## config.mk

```make
export PLATFORM = sky130hd
export DESIGN_NAME = pdm_decimator
export DESIGN_NICKNAME = d
export VERILOG_FILES = /design/src/rtl/pdm_decimator.sv
export SDC_FILE = /design/constraint.sdc
export NUM_CORES = 1
export LEC_CHECK = 0
export CELL_PAD_IN_SITES_DETAIL_PLACEMENT = 1
export CELL_PAD_IN_SITES_GLOBAL_PLACEMENT = 2
export CORE_UTILIZATION = 38
export CTS_CLUSTER_DIAMETER = 150
export DETAILED_ROUTE_END_ITERATION = 8
export PLACE_DENSITY = 0.81
export SYNTH_ARGS = -nofsm -noshare
export SYNTH_HDL_FRONTEND = slang
export SYNTH_SLANG_ARGS = --single-unit
export TNS_END_PERCENT = 30
```

## constraint.sdc

```tcl
create_clock -name clk -period 9.3 [get_ports clk]
set_clock_uncertainty 0.15 [all_clocks]
set_input_delay 1.86 -clock clk [delete_from_list [all_inputs] [get_ports clk]]
set_output_delay 1.86 -clock clk [all_outputs]
set_load 0.01 [all_outputs]
```

## src/rtl/pdm_decimator.sv

```systemverilog
`default_nettype none
// ============================================================================
//  Module   : pdm_decimator
//  Purpose  : PDM microphone front end. Generates the microphone clock,
//             samples the 1-bit stream, runs a 4th-order CIC decimator and
//             hands 16-bit signed PCM samples to the sender over valid/ready.
//  Revision : 1.0 - initial release
// ============================================================================
module pdm_decimator #(
    parameter int CLK_DIV    = 16,
    parameter int LOG2_DECIM = 6,
    parameter int OUT_W      = 16
) (
    input  logic             clk,
    input  logic             rst,
    input  logic             en,
    output logic             pdm_clk,
    input  logic             pdm_data,
    output logic [OUT_W-1:0] sample,
    output logic             sample_valid,
    input  logic             sample_ready,
    output logic             overrun
);

    localparam int DIV_W  = $clog2(CLK_DIV);
    localparam int ACC_W  = 2 + 4 * LOG2_DECIM;
    localparam int SHIFT  = 4 * LOG2_DECIM + 1 - OUT_W;
    localparam int WARMUP = 4;

    localparam logic [DIV_W-1:0]        DIV_LAST = DIV_W'(CLK_DIV - 1);
    localparam logic [DIV_W-1:0]        DIV_HALF = DIV_W'(CLK_DIV / 2);
    localparam logic signed [ACC_W-1:0] SAT_MAX  = ACC_W'((1 << (OUT_W - 1)) - 1);
    localparam logic signed [ACC_W-1:0] SAT_MIN  = ~SAT_MAX;

    typedef enum logic [2:0] {
        ST_IDLE = 3'd0,
        ST_C1   = 3'd1,
        ST_C2   = 3'd2,
        ST_C3   = 3'd3,
        ST_C4   = 3'd4,
        ST_EMIT = 3'd5
    } state_t;

    // Front end: divider, synchronizer, integrators, bit counter
    logic [DIV_W-1:0]        div_q, div_d;
    logic                    pdm_clk_q, pdm_clk_d;
    logic [1:0]              sync_q;
    logic signed [ACC_W-1:0] integ_q [4];
    logic signed [ACC_W-1:0] integ_d [4];
    logic [LOG2_DECIM-1:0]   bitcnt_q, bitcnt_d;
    logic                    dec_stb_q;

    // Comb section and output buffer
    state_t                  state_q, state_d;
    logic signed [ACC_W-1:0] acc_q, acc_d;
    logic signed [ACC_W-1:0] dly_q [4];
    logic signed [ACC_W-1:0] dly_d [4];
    logic [2:0]              warm_q, warm_d;
    logic [OUT_W-1:0]        sample_q, sample_d;
    logic                    valid_q, valid_d;
    logic                    overrun_q, overrun_d;

    logic                    w_wrap;
    logic                    w_dec;
    logic signed [ACC_W-1:0] w_bit;
    logic signed [ACC_W-1:0] w_shift;
    logic [OUT_W-1:0]        w_sat;

    // The bit is taken on the wrap edge, i.e. at the end of the low phase.
    assign w_wrap  = en && (div_q == DIV_LAST);
    assign w_dec   = w_wrap && (&bitcnt_q);
    assign w_bit   = sync_q[1] ? ACC_W'(1) : {ACC_W{1'b1}};
    assign w_shift = acc_q >>> SHIFT;

    // Next state of divider, integrator cascade and decimation counter
    always_comb begin
        div_d    = '0;
        bitcnt_d = bitcnt_q;
        integ_d  = integ_q;
        if (en && !w_wrap) begin
            div_d = div_q + DIV_W'(1);
        end
        // pdm_clk is registered against the next count so it is glitch free
        pdm_clk_d = en && (div_d < DIV_HALF);
        if (w_wrap) begin
            bitcnt_d   = bitcnt_q + LOG2_DECIM'(1);
            integ_d[0] = integ_q[0] + w_bit;
            for (int i = 1; i < 4; i++) begin
                integ_d[i] = integ_q[i] + integ_d[i-1];
            end
        end
    end

    // Front-end registers
    always_ff @(posedge clk) begin
        if (rst) begin
            div_q     <= '0;
            pdm_clk_q <= 1'b0;
            sync_q    <= '0;
            bitcnt_q  <= '0;
            dec_stb_q <= 1'b0;
            for (int i = 0; i < 4; i++) begin
                integ_q[i] <= '0;
            end
        end else begin
            div_q     <= div_d;
            pdm_clk_q <= pdm_clk_d;
            sync_q    <= {sync_q[0], pdm_data};
            bitcnt_q  <= bitcnt_d;
            dec_stb_q <= w_dec;
            integ_q   <= integ_d;
        end
    end

    // Scale the comb result to OUT_W and clamp to the representable range
    always_comb begin
        w_sat = w_shift[OUT_W-1:0];
        if (w_shift > SAT_MAX) begin
            w_sat = SAT_MAX[OUT_W-1:0];
        end else if (w_shift < SAT_MIN) begin
            w_sat = SAT_MIN[OUT_W-1:0];
        end
    end

    // Comb FSM: one comb stage per clock, then emit into the holding register
    always_comb begin
        state_d   = state_q;
        acc_d     = acc_q;
        dly_d     = dly_q;
        warm_d    = warm_q;
        sample_d  = sample_q;
        valid_d   = valid_q;
        overrun_d = overrun_q;

        if (valid_q && sample_ready) begin
            valid_d = 1'b0;
        end

        case (state_q)
            ST_IDLE: begin
                if (dec_stb_q) begin
                    acc_d   = integ_q[3];
                    state_d = ST_C1;
                end
            end
            ST_C1: begin
                acc_d    = acc_q - dly_q[0];
                dly_d[0] = acc_q;
                state_d  = ST_C2;
            end
            ST_C2: begin
                acc_d    = acc_q - dly_q[1];
                dly_d[1] = acc_q;
                state_d  = ST_C3;
            end
            ST_C3: begin
                acc_d    = acc_q - dly_q[2];
                dly_d[2] = acc_q;
                state_d  = ST_C4;
            end
            ST_C4: begin
                acc_d    = acc_q - dly_q[3];
                dly_d[3] = acc_q;
                state_d  = ST_EMIT;
            end
            ST_EMIT: begin
                state_d = ST_IDLE;
                // Early samples only prime the comb delays
                if (warm_q != 3'(WARMUP)) begin
                    warm_d = warm_q + 3'd1;
                end else if (!valid_q || sample_ready) begin
                    sample_d = w_sat;
                    valid_d  = 1'b1;
                end else begin
                    overrun_d = 1'b1;
                end
            end
            default: begin
                state_d = ST_IDLE;
            end
        endcase
    end

    // Comb and output registers
    always_ff @(posedge clk) begin
        if (rst) begin
            state_q   <= ST_IDLE;
            acc_q     <= '0;
            warm_q    <= '0;
            sample_q  <= '0;
            valid_q   <= 1'b0;
            overrun_q <= 1'b0;
            for (int i = 0; i < 4; i++) begin
                dly_q[i] <= '0;
            end
        end else begin
            state_q   <= state_d;
            acc_q     <= acc_d;
            dly_q     <= dly_d;
            warm_q    <= warm_d;
            sample_q  <= sample_d;
            valid_q   <= valid_d;
            overrun_q <= overrun_d;
        end
    end

    assign pdm_clk      = pdm_clk_q;
    assign sample       = sample_q;
    assign sample_valid = valid_q;
    assign overrun      = overrun_q;

endmodule
`default_nettype wire

```

After elaboration in Yosys (flattened, before gate mapping)
Index checks and enable logic that the tools add are counted.
- $add $sub $neg: 11
- multipliers: 0
- div/mod/pow operators: 0
- $lt $le $gt $ge: 3
- equal/unequal tests: 8
- shift operators: 0
- muxes and demuxes: 12
- bitwise operators: 2
- reductions and logical operators: 15
- operators by type and width (operator ; count):
    $pmux 26 s5 ; 1
    $add 26x26->26 ; 4
    $sub 26x26->26 ; 4
    $mux 26 ; 2
    $mux 16 ; 2
    $gt 17x16->1 const B ; 1
    $lt 17x16->1 const B ; 1
    $pmux 3 s5 ; 1
    $add 6x1->6 const B ; 1
    $eq 3x2->1 const B ; 2
    $eq 3x3->1 const B ; 2
    $reduce_and 3->1 ; 2
    $reduce_and 6->1 ; 1
    $logic_and 1x1->1 ; 5
    $reduce_bool 5->1 ; 1
    $add 4x1->4 const B ; 1
    $eq 4x4->1 const B ; 1
    $lt 4x4->1 const B ; 1
    $mux 1 ; 4
    $mux 4 ; 1
    $reduce_and 2->1 ; 2
    $add 3x1->3 const B ; 1
    $eq 3x1->1 const B ; 1
    $logic_not 3->1 ; 1
    6 further kinds ; 8
- flip-flop bits (word level): 272
- bits in latches: 0
- RAM bits: 0
- bits in read-only memories: 0
- bits of input ports: 5
- memories kept: 0

Logic depth before layout (Yosys ltp)
Gate-level depths: netlist (run 1).
- depth after elaboration: 7
- depth in mapped cells: 37
- mapped depth without buffers: 37

Worst setup path before layout (run 1)
No wires, ideal clock.
- path type: register to register
- start point: register sync_q[1]
- end point: register integ_q[25] (netlist bit)
- setup time: 0.123 ns
- arrival: 6.898 ns
- required time: 9.027 ns
- slack: 2.129 ns
- cell stages (with the launch flop): 35
- clock period less this slack: 7.171 ns
- cell sequence: dfxtp_1 > inv_1 > ha_1 > a21o_1 > a21oi_1 > o21bai_1 > a21oi_1 > o21bai_1 > a21oi_1 > o21ai_1 > a21oi_1 > o21ai_1 > xnor2_1 > ha_1 > nand3_1 > nor2_1 > o2111ai_1 > a211oi_1 > nor2_1 > xnor2_1 > ha_1 > a21oi_1 > o21ai_1 > a2111oi_0 > nor2_1 > a311oi_4 > o21ai_2 > xor2_1 > ha_1 > nand4_1 > nor3_1 > o22ai_1 > or2_1 > mux2i_1 > mux2_1
- longest elaborated chain between the ends: 5
- ends and longest elaborated chain (element ; line ; RTL):
    from (decl) ; 47 ; logic [1:0] sync_q;
    from (signal assigned) ; 108 ; sync_q <= {sync_q[0], pdm_data};
    $mux 26 ; 72 ; assign w_bit = sync_q[1] ? ACC_W'(1) : {ACC_W{1'b1}};
    $add 26x26->26 ; 87 ; integ_d[0] = integ_q[0] + w_bit;
    $add 26x26->26 (3 in series) ; 89 ; integ_d[i] = integ_q[i] + integ_d[i-1];
    to (signal assigned) ; 111 ; integ_q <= integ_d;
    to (decl) ; 48 ; logic signed [ACC_W-1:0] integ_q [4];
Every way passes these cells.
A chain may end at the register's enable or synchronous reset.

Final worst setup path (run 1)
Same ends and word-level chain as after synthesis.

==> run metrics, run 1 <==
ANT nets after route=0; Tot Pwr=2.66 mW; fillcell total=roughly 5200; Final Wtd Congestion=0.853; hold path depth=1; min Tclk post-route=about 8.1 ns; flop2flop setup slack=around 1.2 ns; final setup fails=0; I/O Buffers=23; Crit Path Class=reg2reg; Area growth syn-to-layout=11.4%; drt wl/cell=approximately 17 µm; Post-synth EDFFs=0; Yosys warning count=0; Worst slew margin=27.9%; hpwl dp=approximately 32000 µm; area leader, netlist=dfxtp_1; R2R Path End=integ_q[25]$_SDFFE_PP0P_; final hold violations=0; Synth Instances=2147; initial core utilization=around two fifths; Core ar.=roughly 0.043 mm²; deepest clock path buffer count=3; M1 WL=between 20000 and 25000 µm; hold buffer count at CTS=0; nets@finish=2249; Clock Latency Late Sink=~0.56 ns; hold endpoint=div_q[0]$_SDFF_PP0_; WP data arrival=between 8 and 9 ns; largest net degree at the start of global routing=~200; postcts setup bufs=0; vias in the first global route=15352; metal3 WL=1000 µm; die area=about 0.044 mm²; worst slew pin tran=1.08 ns; RSZ-0062 raised after global routing=false; post-place setup slack=1.20 ns; Clock transition at path regs=roughly 0.050 ns; # IOs=24; drt total wl=between 40000 and 50000 µm; worst hold margin=around 0.3 ns; Worst Path Required=approximately 9.6 ns; Seq/Total Area, Yosys=about a third; grt ovf=0; CTS sink cnt=~270; Fmax=between 100 and 150 MHz; ys flop type=dfxtp_1; worst min path class=reg2reg; Lkg Pwr=6.74 nW; H-tree Lvls=2; Critical Path Sink Type=flip-flop; initial antenna violation count=0; post-DR vias/cell=approximately 5.4; Die Wd=between 200 and 250 µm; total CTS buffers=34; CTS tree=yes; # diodes=0; final worst path period share=~87%; Yosys cell types=73; Synth top area share=approximately a third; synthesized area per cell=slightly below 8 µm²; status=completed; highest routed layer=met4; Root Buffer=clkbuf_16; synthesized cell area=about 0.017 mm²; slowest CP cell=a2111oi_0; MaxCap Viol Count=0; peak supply drop=approximately 0.11 mV; Core Util, Final=between 40 and 50%; fin area=about 0.018 mm²; drt first pass iters=5; r2r worst-path depth=35; gr usage total=between 20% and 30%; ys async rst share=0%; setup_tns=0 ns; layout cells sized above 1=between 5 and 6%; post-CTS sizing=0; syn nets=2288; first-pass GRT wire length=78700 µm; FF-to-FF Start=sync_q[1]$_SDFF_PP0_; Placed Area=0.0173 mm²; DRC violations left=0; Die Y=~210 µm; power per cell area=between 100 and 150 mW/mm²; Worst Hold Launch=div_q[0]$_SDFF_PP0_; max incr delay on CP=0.51 ns; FF+latch count, synth=around 270; max-slew violation count=0; placed cells=around 2700; main area contributors after synthesis=dfxtp_1, nand2_1, ha_1, a21oi_1, xnor2_1; most used cell along the critical path=a21oi_1; Site Rows=76; largest fanout on the critical path=26; drt initial violations=between 500 and 600; Worst Slack Setup Final=1.19 ns; met2 routed WL=between 20000 and 25000 µm; final std cells w/o fill=2714; Startpoint Class=flip-flop; vias=14770
==> cells in the final DEF, fill, tap and decap left out, types with 18 or more instances in the layout <==
cell type	count
nor2b_1	21
a21o_1	38
o21ai_0	43
nand2_1	457
a21oi_1	325
xor2_1	35
ha_1	131
mux2_2	24
nor3_1	32
a211oi_1	51
clkbuf_16	34
dfxtp_1	269
inv_1	44
xnor2_1	82
clkdlybuf4s50_1	22
o21ai_1	32
mux2i_1	33
nor2_1	170
buf_4	19
o21a_1	18
nand3_1	23
==> synth_stat cells, types with 16 or more instances <==
| master | n |
|---|---|
| ha_1 | 131 |
| inv_1 | 44 |
| o21a_1 | 18 |
| nor2_1 | 171 |
| a21oi_1 | 326 |
| nor2b_1 | 23 |
| a211oi_1 | 51 |
| xor2_1 | 35 |
| mux2_2 | 24 |
| nand2_1 | 457 |
| clkbuf_1 | 110 |
| a21o_1 | 38 |
| dfxtp_1 | 272 |
| nor3_1 | 32 |
| o211ai_1 | 16 |
| o21ai_0 | 43 |
| xnor2_1 | 84 |
| mux2i_1 | 33 |
| o21ai_1 | 32 |
| nand3_1 | 23 |
==> routing by layer <==
layer	track usage, %	up-vias
met4	5.45	0
met1	27.4	7191
met3	2.96	55
li1	-	7429
met2	38.6	95
met5	0	-
==> worst max path at each step <==
| stage | slack, ns | to | start | cells after the start |
|---|---|---|---|---|
| final | 1.19 | integ_q[25]$_SDFFE_PP0P_ | sync_q[1]$_SDFF_PP0_ | 35 |
| after global routing | 0.49 | integ_q[25]$_SDFFE_PP0P_ | sync_q[1]$_SDFF_PP0_ | 37 |
| after CTS | 1.15 | integ_q[25]$_SDFFE_PP0P_ | sync_q[1]$_SDFF_PP0_ | 35 |
| after detailed placement | 1.20 | integ_q[25]$_SDFFE_PP0P_ | sync_q[1]$_SDFF_PP0_ | 35 |
| after global placement | 1.47 | integ_q[25]$_SDFFE_PP0P_ | sync_q[1]$_SDFF_PP0_ | 35 |
| after floorplan | 2.13 | integ_q[25]$_SDFFE_PP0P_ | sync_q[1]$_SDFF_PP0_ | 34 |
==> cell type report <==
type	count	area, µm²	area share (%)
clock buffer	45	942	5.12
clock inverter	12	209	1.14
inverter	45	169	0.918
multi-input combinational	1712	10500	57.1
sequential	272	5450	29.6
tap	585	732	3.98
timing repair buffer	43	397	2.15
==> power breakdown <==
part	switching (mW)	internal [mW]
clock network	0.535	0.852
registers	0.000562	1.17
logic	0.0722	0.0371
total	0.608	2.06
==> critical path: cells and delay by family (launching register included) <==
family | cells | cell delay [ns]
and+or+nand+nor | 7 | 1.00
buffers and inverters | 2 | 0.27
muxes | 2 | 0.49
AOI/OAI and AO/OA | 17 | 3.50
adders and majority gates | 4 | 1.60
xor gates and xnor gates | 3 | 0.65
DFF | 1 | 0.31
==> sequential cells by signal, summed over array words and instances, names as in the netlist, 2 cells and up <==
signal	flops
acc_q	26
bitcnt_q	6
div_q	4
dly_q	104
integ_q	104
sample	16
state_q	3
sync_q	2
warm_q	3
==> kinds of logic after synthesis <==
family	count (synthesis)	synth area share, %
flops	272	32.9
buf+inv	163	3.70
compound gates	613	22.6
mux	60	3.84
fa+ha+maj	138	10.6
simple gates	782	20.0
xor+xnor	119	6.31
Note: power is estimated with default switching activity, not from simulation.
==> run 2: changes to the inputs <==
Settings changed: CAP_MARGIN set to 15.
==> results of run 2 <==
Final layout, timing and power as in run 1 (identical DEF).
